==> config.mk <==
export PLATFORM = sky130hd
export DESIGN_NAME = br_resolve_unit
export DESIGN_NICKNAME = d
export VERILOG_FILES = /design/src/rtl/br_resolve_unit.sv
export SDC_FILE = /design/constraint.sdc
export NUM_CORES = 1
export LEC_CHECK = 0
export BUFFER_PORTS_ARGS = -buffer_cell sky130_fd_sc_hd__buf_2
export CAP_MARGIN = 20
export CORE_ASPECT_RATIO = 0.75
export CORE_UTILIZATION = 53
export DETAILED_ROUTE_END_ITERATION = 6
export PLACE_DENSITY = 0.83
export SETUP_SLACK_MARGIN = 0.05
export SLEW_MARGIN = 20
export SYNTH_ARGS = -nofsm -noshare
export SYNTH_HDL_FRONTEND = slang
export SYNTH_SLANG_ARGS = --single-unit
==> constraint.sdc <==
create_clock -name clk_i -period 4.17 [get_ports clk_i]
set_input_delay 0.6255 -clock clk_i [delete_from_list [all_inputs] [get_ports clk_i]]
set_output_delay 0.6255 -clock clk_i [all_outputs]
set_load 0.005 [all_outputs]
==> src/rtl/br_resolve_unit.sv <==
// Registered branch-resolution stage: decodes the RV branch condition, computes taken/target/mispredict,
// holds the result in a one-entry valid/ready register and keeps saturating branch/mispredict counters.
module br_resolve_unit #(
    parameter int XLEN  = 32,
    parameter int CNT_W = 32
) (
    input  logic             clk_i,
    input  logic             rst_i,
    input  logic             flush_i,
    input  logic             in_valid_i,
    output logic             in_ready_o,
    input  logic [XLEN-1:0]  rs1_data_i,
    input  logic [XLEN-1:0]  rs2_data_i,
    input  logic [2:0]       funct3_i,
    input  logic [XLEN-1:0]  pc_i,
    input  logic [XLEN-1:0]  imm_i,
    input  logic             pred_taken_i,
    output logic             out_valid_o,
    input  logic             out_ready_i,
    output logic             taken_o,
    output logic [XLEN-1:0]  target_o,
    output logic             mispredict_o,
    output logic             br_less_o,
    output logic             br_equal_o,
    output logic             illegal_o,
    output logic [CNT_W-1:0] br_count_o,
    output logic [CNT_W-1:0] mispred_count_o
);

    typedef struct packed {
        logic            taken;
        logic [XLEN-1:0] target;
        logic            mispredict;
        logic            br_less;
        logic            br_equal;
        logic            illegal;
    } res_t;

    res_t             res_d, res_q;
    logic             valid_q;
    logic             eq, slt, ult;
    logic             accept, out_hs;
    logic [CNT_W-1:0] br_cnt_q, mis_cnt_q;

    assign in_ready_o = !rst_i && !flush_i && (!valid_q || out_ready_i);
    assign accept     = in_valid_i && in_ready_o;
    assign out_hs     = valid_q && out_ready_i && !rst_i;

    always_comb begin
        eq  = (rs1_data_i == rs2_data_i);
        slt = ($signed(rs1_data_i) < $signed(rs2_data_i));
        ult = (rs1_data_i < rs2_data_i);

        res_d          = '0;
        res_d.br_equal = eq;
        // Illegal codes fall back to the unsigned compare so br_less is always defined.
        res_d.br_less  = (funct3_i[2:1] == 2'b10) ? slt : ult;
        res_d.illegal  = (funct3_i[2:1] == 2'b01);
        case (funct3_i)
            3'b000:  res_d.taken = eq;
            3'b001:  res_d.taken = !eq;
            3'b100:  res_d.taken = slt;
            3'b101:  res_d.taken = !slt;
            3'b110:  res_d.taken = ult;
            3'b111:  res_d.taken = !ult;
            default: res_d.taken = 1'b0;
        endcase
        res_d.target     = res_d.taken ? (pc_i + imm_i) : (pc_i + XLEN'(4));
        res_d.mispredict = !res_d.illegal && (res_d.taken != pred_taken_i);
    end

    always_ff @(posedge clk_i) begin
        if (rst_i) begin
            valid_q <= 1'b0;
            res_q   <= '0;
        end else if (accept) begin
            valid_q <= 1'b1;
            res_q   <= res_d;
        end else if (flush_i || out_hs) begin
            valid_q <= 1'b0;
        end
    end

    // A consume in the flush cycle still counts; flush only discards the entry.
    always_ff @(posedge clk_i) begin
        if (rst_i) begin
            br_cnt_q  <= '0;
            mis_cnt_q <= '0;
        end else if (out_hs && !res_q.illegal) begin
            if (br_cnt_q != '1)
                br_cnt_q <= br_cnt_q + CNT_W'(1);
            if (res_q.mispredict && (mis_cnt_q != '1))
                mis_cnt_q <= mis_cnt_q + CNT_W'(1);
        end
    end

    assign out_valid_o     = valid_q;
    assign taken_o         = res_q.taken;
    assign target_o        = res_q.target;
    assign mispredict_o    = res_q.mispredict;
    assign br_less_o       = res_q.br_less;
    assign br_equal_o      = res_q.br_equal;
    assign illegal_o       = res_q.illegal;
    assign br_count_o      = br_cnt_q;
    assign mispred_count_o = mis_cnt_q;

endmodule

Word level (Yosys, flattened, before mapping)
Index checks and enable logic that the tools add are counted.
Cells by class
  reductions and logical operators: 22
  eq/ne operators: 11
  order comparisons: 2
  $add $sub $neg: 4
  multiplexer cells: 5
Operators by type and width (number)
  32-bit by 1-bit adder with 32-bit output (second input constant): 2
  32-bit less-than comparator: 2
  32-bit inequality test (second input constant): 2
  32-bit by 3-bit adder with 32-bit output (second input constant): 1
  32-bit adder: 1
  32-bit == test: 1
  32-bit 2-to-1 mux: 1
  3-bit == test (second input constant): 4
  1-bit logical AND: 8
  1-bit logical NOT: 8
  1-bit case mux with 6 select lines: 1
  2-bit AND reduction: 2
  3-bit by 1-bit == test with 1-bit output (second input constant): 1
  3-bit logical NOT: 1
  1-bit 2-to-1 mux: 3
  2-bit by 1-bit == test with 1-bit output (second input constant): 1
  2-bit == test (second input constant): 1
  1-bit logical OR: 2
  2-bit nonzero test: 1
  1-bit inequality test: 1
Word-level totals
  input port bits: 137
  register bits after elaboration: 102
  logic and storage cells: 53

Depth between registers and ports, before layout
Gate-level depths: netlist (run 1).
  word-level depth: 5
  gate-level depth with buffers: 12
  depth with buffers taken out: 11

Least setup slack after synthesis (run 1)
OpenSTA, ideal clock, no wires.
  kind: input port to flip-flop
  start point: in rs2_data_i[10]
  end point: reg res_q (netlist bit target_o[2])
  buffers on the path: 1
  stages: 11
  setup time: 0.079 ns
  arrival time: 3.029 ns
  slack: 1.061 ns
  required time: 4.091 ns
  cell sequence: inv_1 -> ha_1 -> and4_4 -> nor4b_4 -> a21boi_1 -> o311a_1 -> or4_4 -> a31o_1 -> buf_6 -> mux2_4 -> a211oi_2
On the way
  cells in the longest elaborated chain, start to end: 4
  elaborated cells between the ends (all ways): 8
  classes of those cells: order compare (2); eq/ne (1); mux (2); reduce/logical (3)
RTL lines
  start, declared: RTL line 13  | input logic [XLEN-1:0] rs2_data_i,
  32-bit less-than comparator (tied with other cells): RTL line 52  | ult = (rs1_data_i < rs2_data_i);
  1-bit logical NOT, on equally long branches: RTL line 65, 61, 63
  1-bit case mux with 6 select lines *: RTL line 59  | case (funct3_i)
  32-bit 2-to-1 mux *: RTL line 68  | res_d.target = res_d.taken ? (pc_i + imm_i) : (pc_i + XLEN'(4));
  end signal, assigned: RTL line 78  | res_q <= res_d;
  end, declared: RTL line 39  | res_t res_d, res_q;
Mark *: on every way between the ends. The rest lies on a longest branch, timed or not.
A chain may end at the register's enable or synchronous reset.

Worst setup path in the final report (run 1)
  start point: in rs1_data_i[10]
  end point: reg res_q (netlist bit target_o[11])
On the way
  cells in the longest elaborated chain, start to end: 4
  elaborated cells between the ends (all ways): 8
  classes of those cells: order compare (2); eq/ne (1); mux (2); reduce/logical (3)
RTL lines
  start, declared: RTL line 12  | input logic [XLEN-1:0] rs1_data_i,
  32-bit less-than comparator (tied with other cells): RTL line 52
  1-bit logical NOT, on equally long branches: RTL line 65, 61, 63
  1-bit case mux with 6 select lines *: RTL line 59
  32-bit 2-to-1 mux *: RTL line 68
Marks and branches as above.

==> metrics.md, run 1 <==
| Metric | Value |
|---|---|
| Status | finished, final reports clean |
| Critical path endpoint category | register |
| RR Startpoint | mispred_count_o[7] |
| Maximum vdd ir drop | 0.190 mV |
| Critical Path Start Type | input pin |
| Worst Min Path Start | flush_i |
| Final Worst Setup Slack | 0.888 ns |
| Layout cell share with drive strength beyond 1 | 23.7% |
| CTS hold repair buffers | 0 |
| Predominant post-synthesis flop cell | dfxtp_1 |
| Final Hold Viols | 0 |
| Initial antenna violation count | 0 |
| Die Height | 106 um |
| First drt pass iteration count | 5 |
| R2R depth | 8 |
| CP delay by family, top | compound AO/OA/AOI/OAI gates |
| Post-synthesis cell count | 955 |
| Final Skew | 0.00347 ns |
| Final wirelength | 20800 um |
| # setup viols final | 0 |
| Mean Syn Cell Area | 7.96 um^2 |
| Fraction of registers with async set/reset | 0% |
| Hpwl dp | 16500 um |
| Clk sink count | 102 |
| Leak pwr | 0.00440 uW |
| DR vias | 7851 |
| Largest net degree at the start of global routing | 85 |
| Hold Crit Class | input pin to register |
| Buf/Inv on CP | 2 |
| Gr ovfl total | 0 |
| Worst skew pair latency | 0.34 ns |
| CP cell instances | buf_2 -> ha_1 -> and4_4 -> nor4b_4 -> a21boi_1 -> o311a_1 -> o31ai_1 -> a31oi_4 -> buf_4 -> a311o_1 -> a32o_1 |
| Worst-Margin Slew | 0.878 ns |
| Overall Global Routing Usage | 28.0% |
| Antenna fix cells | 0 |
| Syn Std Cell Area | 7600 um^2 |
| Most common cell after layout, fill and taps aside | buf_2 |
| Post-synth EDFFs | 0 |
| I/O Buffers | 239 |
| First-pass GRT wire length | 33900 um |
| TritonCTS clock tree | built |
| Die footprint | 14800 um^2 |
| WHS Path Cells | 2 |
| FF-to-FF End | mispred_count_o[27] |
| Crit path required time | 4.41 ns |
| Yosys warning total | 0 |
| Max Root-Sink Buffers | 2 |
| Reg-to-reg slack, setup | 1.41 ns |
| Slowest stage delay, CP | 0.51 ns |
| Chip width | 140 um |
| WS Path Type | input pin to register |
| Number of global-route vias before repair | 7098 |
| Antenna-violating nets left | 0 |
| Number of synthesized register bits | 102 |
| Setup TNS | 0 ns |
| DP Worst Slack | 0.534 ns |
| Register area share after synthesis | 26.9% |
| MaxCap Viol Count | 0 |
| CP Data Arrival Time | 3.52 ns |
| Placer Congestion | 0.955 |
| Post-synth cell types | 71 |
| Max Freq | 0.305 GHz |
| H-tree Lvls | 3 |
| NumNets Final | 1386 |
| Clock root cell | clkbuf_16 |
| Initial detailed-routing violation count | 585 |
| Crit path max fanout | 15 |
| RSZ-0062 raised after global routing | no |
| Initial core utilization | 54.9% |
| Cell Rows | 37 |
| Net count after synthesis | 1159 |
| Post-cts sizing count | 0 |
| Rel. slew slack | 41.5% |
| Fin. max-slew vios | 0 |
| Core Footprint | 13800 um^2 |
| Clock slew at reported path FFs | 0.07 ns |
| I/O pin cnt | 240 |
| Total CTS buffers | 9 |
| Cell depth of the worst setup path | 11 |
| Residual DRC | 0 |
| Min cycle time layout | 3.28 ns |
| CP max-delay cell | o31ai_1 |
| Wire length per cell | 15.3 um |
| Power per standard cell area | 278 nW/um^2 |
| Commonest cells after routing, fill and taps aside | buf_2 (239), nor2_1 (120), dfxtp_1 (102) |
| Tcrit/Tclk final | 78.7% |
| Post-CTS Setup Bufs | 0 |
| Via/cell ratio | 5.76 |
| P&R area growth vs syn | 22.1% |
| Worst Hold End | out_valid_o |
## metrics by stage
stage	hold slack (ns)	std cells	utilization [%]	instance area (um^2)	power, uW
6_report	0.454	1362	67.1	9280	2580
3_5_place_dp	0.451	1346	64.6	8950	1670
5_1_grt	0.443	1362	67.1	9280	2690
2_1_floorplan	0.449	955	-	7600	1450
4_1_cts	0.442	1362	67.1	9280	2580
3_3_place_gp	0.434	1346	64.6	8950	1650
## flip-flops by register name, summed over array words and instances, names as in the netlist
register / cells
mispredict_o: 1
br_equal_o: 1
illegal_o: 1
br_less_o: 1
out_valid_o: 1
target_o: 32
br_count_o: 32
taken_o: 1
mispred_count_o: 32
## final cells by class
type                            instances  area (um^2)
Clock buffer                            9          225
Clock inverter                          7          108
Fill cell                            1176         4560
Inverter                               48          180
Multi-Input combinational cell        772         5240
Sequential cell                       102         2040
Tap cell                              175          219
Timing Repair Buffer                  249         1270
## worst reg2reg max path, delay by kind of cell, from the launching register on
kind / cells / cell delay, ns
and+or+nand+nor: 6 / 1.70
AOI/OAI and AO/OA: 1 / 0.41
DFF: 1 / 0.35
xor gates and xnor gates: 1 / 0.15
## metal layers
| layer | GRT usage [%] | share of wire [%] | vias up |
|---|---|---|---|
| li1 | - | - | 3898 |
| met1 | 38.8 | 47 | 3635 |
| met2 | 45.2 | 44 | 288 |
| met3 | 4.59 | 7.1 | 30 |
| met4 | 6.75 | 1.5 | 0 |
| met5 | 0 | 0 | - |
## cells by family after synthesis
logic type | synth area share (%)
AOI/OAI and AO/OA | 17.5
xor gates and xnor gates | 12.6
adders and majority gates | 11.1
buffers and inverters | 4.25
DFF | 26.9
muxes | 2.45
and+or+nand+nor | 25.3
## worst max path at each step
stage	from	endpoint	slack, ns
after global routing	rs1_data_i[19]	target_o[8]	0.72
after global placement	rs1_data_i[10]	target_o[11]	0.60
after CTS	rs1_data_i[10]	target_o[1]	0.91
after detailed placement	rs1_data_i[10]	target_o[11]	0.53
final	rs1_data_i[10]	target_o[11]	0.89
after floorplan	rs2_data_i[10]	target_o[2]	1.06
## synth_stat cells (10+ instances only)
library cell | instances | area share, %
nor2_1 | 120 | 5.9
dfxtp_1 | 102 | 27
nand2_1 | 81 | 4.0
xor2_1 | 67 | 7.7
ha_1 | 66 | 11
nand3_1 | 53 | 3.5
inv_1 | 48 | 2.4
a21oi_1 | 45 | 3.0
xnor2_1 | 42 | 4.8
nand4_1 | 30 | 2.5
o21ai_0 | 30 | 2.0
clkbuf_1 | 27 | 1.3
and3_1 | 22 | 1.8
a21o_1 | 20 | 2.0
and4_1 | 16 | 1.8
mux2i_1 | 16 | 2.1
a211oi_1 | 14 | 1.4
nor3_1 | 14 | 0.92
o211ai_1 | 13 | 1.3
and2_1 | 10 | 0.82
## power breakdown
part	switching (uW)	leakage (uW)	internal [uW]
logic	360	0.00341	281
clock network	387	0.000163	534
registers	15.7	0.000826	999
total	763	0.00440	1810
Power figures use the tool's default switching activity.
==> run 2: changes to the inputs <==
==> constraint.sdc (replaced) <==
create_clock -name clk_i -period 3.2 [get_ports clk_i]
set_input_delay 0.48 -clock clk_i [delete_from_list [all_inputs] [get_ports clk_i]]
set_output_delay 0.48 -clock clk_i [all_outputs]
set_load 0.005 [all_outputs]
==> run 2 against run 1 <==
Setup slack worse by 0.56 ns. Register-to-register slack lost 0.86 ns. Global-route usage shrank 0.18 points. Final cell count grew 0.66%. Non-clock buffer count grew 10. Routed wire length grew 0.76%. Critical path type unchanged. Largest power group unchanged.
==> metrics.md, run 2 (same netlist as run 1, synthesis figures left out) <==
| Metric | Value |
|---|---|
| Fin. max-slew vios | 0 (unchanged) |
| Die footprint | 14800 um^2 (unchanged) |
| Slowest stage delay, CP | 0.53 ns (+0.02 ns) |
| Antenna-violating nets left | 0 (unchanged) |
| Tcrit/Tclk final | 89.7% |
| DR vias | 7820 (-0.39%) |
| Residual DRC | 0 (unchanged) |
| Die Height | 106 um (unchanged) |
| Clk sink count | 102 (unchanged) |
| CP delay by family, top | compound AO/OA/AOI/OAI gates |
| Commonest cells after routing, fill and taps aside | buf_2 (239), nor2_1 (120), dfxtp_1 (102) |
| Power per standard cell area | 345 nW/um^2 (+24%) |
| Gr ovfl total | 0 (unchanged) |
| Most common cell after layout, fill and taps aside | buf_2 |
| Crit path required time | 3.44 ns (-0.97 ns) |
| RSZ-0062 raised after global routing | no |
| First-pass GRT wire length | 33600 um (-0.84%) |
| Rel. slew slack | 41.5% (about the same) |
| Max Root-Sink Buffers | 2 (unchanged) |
| Placed Cells incl. Taps | 1356 (+0.74%) |
| Min cycle time layout | 2.87 ns |
| Final Total Pwr | 3210 uW (+25%) |
| Cell Rows | 37 (unchanged) |
| WS Path Type | input pin to register |
| Core Footprint | 13800 um^2 (unchanged) |
| Final Skew | 0.00879 ns (+0.00531 ns) |
| CTS hold repair buffers | 0 (unchanged) |
| CP Data Arrival Time | 3.12 ns (-0.40 ns) |
| Final instance area | 9300 um^2 (+0.24%) |
| Buf/Inv on CP | 2 (unchanged) |
| Crit path max fanout | 18 (+3) |
| Status | finished, final reports clean |
| Wire length per cell | 15.3 um (+0.10%) |
| Worst-Margin Slew | 0.878 ns (+0.0000632 ns) |
| I/O Buffers | 239 (unchanged) |
| P&R area growth vs syn | 22.4% |
| Initial antenna violation count | 0 (unchanged) |
| MaxCap Viol Count | 0 (unchanged) |
| Layout cell share with drive strength beyond 1 | 24.2% (+0.57 points) |
| Final Worst Setup Slack | 0.328 ns (-0.560 ns) |
| TritonCTS clock tree | built |
| Antenna fix cells | 0 (unchanged) |
| Placer Congestion | 0.962 (+0.74%) |
| Worst skew pair latency | 0.34 ns (about the same) |
| Leak pwr | 0.00442 uW (+0.46%) |
| DP Worst Slack | -0.00807 ns (-0.542 ns) |
| Via/cell ratio | 5.70 (-1.0%) |
| Critical path endpoint category | register |
| Clock root cell | clkbuf_16 |
| CP cell instances | buf_2 -> ha_1 -> and4_4 -> nor4b_4 -> a21boi_1 -> o311a_1 -> or4_4 -> a31oi_4 -> buf_4 -> nand2_1 -> a311oi_1 |
| # setup viols final | 0 (unchanged) |
| Final wirelength | 21000 um (+0.76%) |
| Overall Global Routing Usage | 27.8% (-0.18 points) |
| NumNets Final | 1396 (+0.72%) |
| Largest net degree at the start of global routing | 86 (+1.2%) |
| Initial core utilization | 54.9% (unchanged) |
| CP max-delay cell | or4_4 |
| H-tree Lvls | 3 (unchanged) |
| Post-cts sizing count | 0 (unchanged) |
| Placed Area | 9020 um^2 (+0.84%) |
| Critical Path Start Type | input pin |
| First drt pass iteration count | 5 (unchanged) |
| I/O pin cnt | 240 (unchanged) |
| Chip width | 140 um (unchanged) |
| Final Hold Viols | 0 (unchanged) |
| Hold WS | 0.309 ns (-0.144 ns) |
| Layout fillers | 1227 (+4.3%) |
| Initial detailed-routing violation count | 568 (-2.9%) |
| Total CTS buffers | 9 (unchanged) |
| Number of global-route vias before repair | 6979 (-1.7%) |
| Post-route insts no fill | 1371 (+0.66%) |
| Maximum vdd ir drop | 0.287 mV (+51%) |
| Post-CTS Setup Bufs | 0 (unchanged) |
| Hold Crit Class | input pin to register |
| Hpwl dp | 16700 um (+0.99%) |
| Max Freq | 0.348 GHz |
| Clock slew at reported path FFs | 0.07 ns (about the same) |
run 2: final timing paths:
path                                            end                from  cells past startpoint  slack (ns)
worst max-delay path                   target_o[22]      rs1_data_i[10]                     11        0.33
worst min-delay path                    out_valid_o             flush_i                      2        0.31
worst max register to register  mispred_count_o[27]  mispred_count_o[7]                      9        0.55
worst min register to register          target_o[6]         target_o[6]                      2        0.46
run 2: where the power goes:
part | internal [uW] | switching (uW)
Combinational | 376 | 470
Clock | 553 | 490
Sequential | 1300 | 19.5
Total | 2230 | 980
run 2: layout make-up:
class                      count  area (um^2)  share of cell area [%]
clock buffer                  10          239                    2.57
clock inverter                 5         41.3                   0.444
inverter                      48          180                    1.94
multi-input combinational    772         5240                    56.3
sequential                   102         2040                    21.9
tap                          175          219                    2.35
timing repair buffer         259         1350                    14.5
run 2: stage by stage:
step	utilization, %	setup TNS, ns
finish	67.2	0
global route	67.2	0
CTS	67.2	0
detailed placement	65.2	-0.00807
global placement	65.2	0
floorplan	-	0
run 2: layer usage:
layer  global-route usage, %  part of all wire (%)  routed length, um
met5                       0                     0                  0
met4                    9.03                   2.0                418
met1                    39.0                    47               9830
met2                    43.8                    44               9250
met3                    3.95                   6.9               1450
==> run 3: changes to the inputs <==
--- a/config.mk
+++ b/config.mk
@@ -8,9 +8,9 @@
 export BUFFER_PORTS_ARGS = -buffer_cell sky130_fd_sc_hd__buf_2
 export CAP_MARGIN = 20
 export CORE_ASPECT_RATIO = 0.75
-export CORE_UTILIZATION = 53
+export CORE_UTILIZATION = 47
 export DETAILED_ROUTE_END_ITERATION = 6
-export PLACE_DENSITY = 0.83
+export PLACE_DENSITY = 0.77
 export SETUP_SLACK_MARGIN = 0.05
 export SLEW_MARGIN = 20
 export SYNTH_ARGS = -nofsm -noshare
==> constraint.sdc (replaced) <==
create_clock -name clk_i -period 2.45 [get_ports clk_i]
set_input_delay 0.3675 -clock clk_i [delete_from_list [all_inputs] [get_ports clk_i]]
set_output_delay 0.3675 -clock clk_i [all_outputs]
set_load 0.005 [all_outputs]
==> run 3 against run 2 <==
The run now ends with setup timing left. Register-to-register slack got worse by 0.37 ns. Global-route usage decreased by 0.071 points. Clock-buffer cell count unchanged. Core utilization increased by 0.74 points. Flip-flop and latch count unchanged. Non-clock buffer count increased by 108.
==> metrics.md, run 3 (same netlist as run 1, synthesis figures left out) <==
| Metric | Value |
|---|---|
| Worst Min Path Start | flush_i |
| Crit path max fanout | 18 (unchanged) |
| Initial core utilization | 49.0% (-5.9 points) |
| NumNets Final | 1504 (+7.7%) |
| Most common cell after layout, fill and taps aside | buf_2 |
| Tcrit/Tclk final | 110% |
| Commonest cells after routing, fill and taps aside | buf_2 (226), buf_4 (123), nor2_1 (120) |
| Critical Path Start Type | input pin |
| Placed Cells incl. Taps | 1481 (+9.2%) |
| Hold Crit Class | input pin to register |
| Antenna-violating nets left | 0 (unchanged) |
| Min cycle time layout | 2.68 ns |
| Antenna fix cells | 0 (unchanged) |
| Hpwl dp | 18300 um (+9.5%) |
| Worst skew pair latency | 0.35 ns (about the same) |
| Critical path endpoint category | register |
| FF-to-FF End | br_count_o[28] |
| Clock slew at reported path FFs | 0.07 ns (about the same) |
| I/O Buffers | 239 (unchanged) |
| MaxCap Viol Count | 0 (unchanged) |
| Core Util, Final | 68.0% (+0.74 points) |
| Placer Congestion | 0.921 (-4.3%) |
| CP max-delay cell | or4_4 |
| Final Skew | 0.00525 ns (-0.00353 ns) |
| Final instance area | 10500 um^2 (+13%) |
| Chip width | 149 um (+6.1%) |
| CP Data Arrival Time | 2.92 ns (-0.20 ns) |
| Reg-to-reg slack, setup | 0.18 ns (-0.37 ns) |
| H-tree Lvls | 3 (unchanged) |
| Violated checks | setup timing |
| Clock root cell | clkbuf_16 |
| Final Hold Viols | 0 (unchanged) |
| Status | finished, violations left |
| Initial detailed-routing violation count | 573 (+0.88%) |
| Die Height | 112 um (+6.1%) |
| Cell depth of the worst setup path | 13 (+2) |
| Fin. max-slew vios | 0 (unchanged) |
| Maximum vdd ir drop | 0.325 mV (+13%) |
| Worst-Margin Slew | 0.940 ns (+0.0628 ns) |
| Worst Hold End | out_valid_o |
| CTS hold repair buffers | 0 (unchanged) |
| First drt pass iteration count | 5 (unchanged) |
| P&R area growth vs syn | 38.7% |
| RR Startpoint | br_count_o[9] |
| Post-route insts no fill | 1510 (+10%) |
| DR vias | 8345 (+6.7%) |
| WHS Path Cells | 2 (unchanged) |
| Power per standard cell area | 428 nW/um^2 (+24%) |
| Number of global-route vias before repair | 7777 (+11%) |
| Layout cell share with drive strength beyond 1 | 34.3% (+10 points) |
| Rel. slew slack | 37.3% (-4.2 points) |
| Core Footprint | 15500 um^2 (+12%) |
| Wire length per cell | 15.6 um (+2.3%) |
| TritonCTS clock tree | built |
| # setup viols final | 33 (+33) |
| I/O pin cnt | 240 (unchanged) |
| Final Worst Setup Slack | -0.235 ns (-0.563 ns) |
| Largest net degree at the start of global routing | 86 (unchanged) |
| Buf/Inv on CP | 5 (+3) |
| Final Total Pwr | 4520 uW (+41%) |
| Die footprint | 16700 um^2 (+13%) |
| Crit path required time | 2.69 ns (-0.75 ns) |
| First-pass GRT wire length | 37600 um (+12%) |
| Slowest stage delay, CP | 0.57 ns (+0.04 ns) |
| Gr ovfl total | 0 (unchanged) |
| WS Path Type | input pin to register |
| CP delay by family, top | compound AO/OA/AOI/OAI gates |
| Layout fillers | 1263 (+2.9%) |
| Overall Global Routing Usage | 27.8% (-0.071 points) |
| Via/cell ratio | 5.53 (-3.1%) |
| Initial antenna violation count | 0 (unchanged) |
| CP cell instances | buf_6 -> inv_2 -> ha_4 -> buf_4 -> a21oi_2 -> a21boi_0 -> o311a_1 -> or4_4 -> a31oi_4 -> buf_12 -> buf_4 -> a21oi_2 -> a22o_1 |
| Total CTS buffers | 9 (unchanged) |
| Residual DRC | 0 (unchanged) |
| RSZ-0062 raised after global routing | yes |
| Leak pwr | 0.00501 uW (+13%) |
| Cell Rows | 39 (+5.4%) |
| Clk sink count | 102 (unchanged) |
| Max Freq | 0.372 GHz |
| Max Root-Sink Buffers | 2 (unchanged) |
| R2R depth | 6 (-3) |
| Final wirelength | 23600 um (+13%) |
| Placed Area | 9880 um^2 (+9.5%) |
| DP Worst Slack | -0.733 ns (-0.725 ns) |
## run 3: cell types whose count changed in the layout (fill, tap and decap cells not counted), sizes merged
| cell | before | now |
|---|---|---|
| buf | 259 | 367 |
| clkinv | 0 | 1 |
| clkinvlp | 2 | 1 |
| inv | 51 | 52 |
## run 3: worst register-to-register path: stages, from the launching register on
cell and delay, ns:
dfxtp_1 0.39, and3_1 0.21, and3_1 0.22, nand4_1 0.19, or4_4 0.55, or4_1 0.48
a21oi_1 0.15
## run 3: layer usage
metal	GRT usage, %	routed length [um]
met5	0	0
met1	38.9	11000
met4	7.96	565
met3	3.46	1620
met2	44.5	10400
## run 3: layout make-up
cell class | instances | area, um^2 | area share [%]
sequential | 102 | 2040 | 19.4
tap | 205 | 256 | 2.43
clock buffer | 10 | 229 | 2.17
timing repair buffer | 367 | 2270 | 21.6
inverter | 48 | 203 | 1.92
multi-input combinational | 772 | 5490 | 52.0
clock inverter | 6 | 51.3 | 0.486
## run 3: per-stage QoR
step / hold slack, ns / setup TNS [ns]
global placement: 0.434 / -19.36
finish: 0.199 / -4.67
CTS: 0.190 / -1.45
global route: 0.196 / -6.72
detailed placement: 0.438 / -21.19
floorplan: 0.444 / -9.32
## run 3: what timing repair did
| item | CTS | global route |
|---|---|---|
| buffers inserted | 10 | 3 |
| gates resized for setup | 41 | 26 |
| cloned | 0 | 0 |
| endpoints found under the setup margin | 34 | 48 |
| pin swaps | 17 | 6 |
## run 3: where the power goes
part           total [uW]  switching [uW]  internal, uW
logic                1400             711           690
clock network        1380             676           707
registers            1730            31.0          1700
total                4520            1420          3100
## run 3: worst max-delay path by stage
stage                         from      endpoint  slack, ns
floorplan            rs2_data_i[8]   target_o[2]      -0.37
global placement     rs2_data_i[8]  target_o[16]      -0.67
detailed placement   rs2_data_i[8]  target_o[16]      -0.73
CTS                  rs2_data_i[8]   target_o[7]      -0.12
global route        rs2_data_i[14]   target_o[7]      -0.31
finish              rs2_data_i[14]  target_o[12]      -0.23
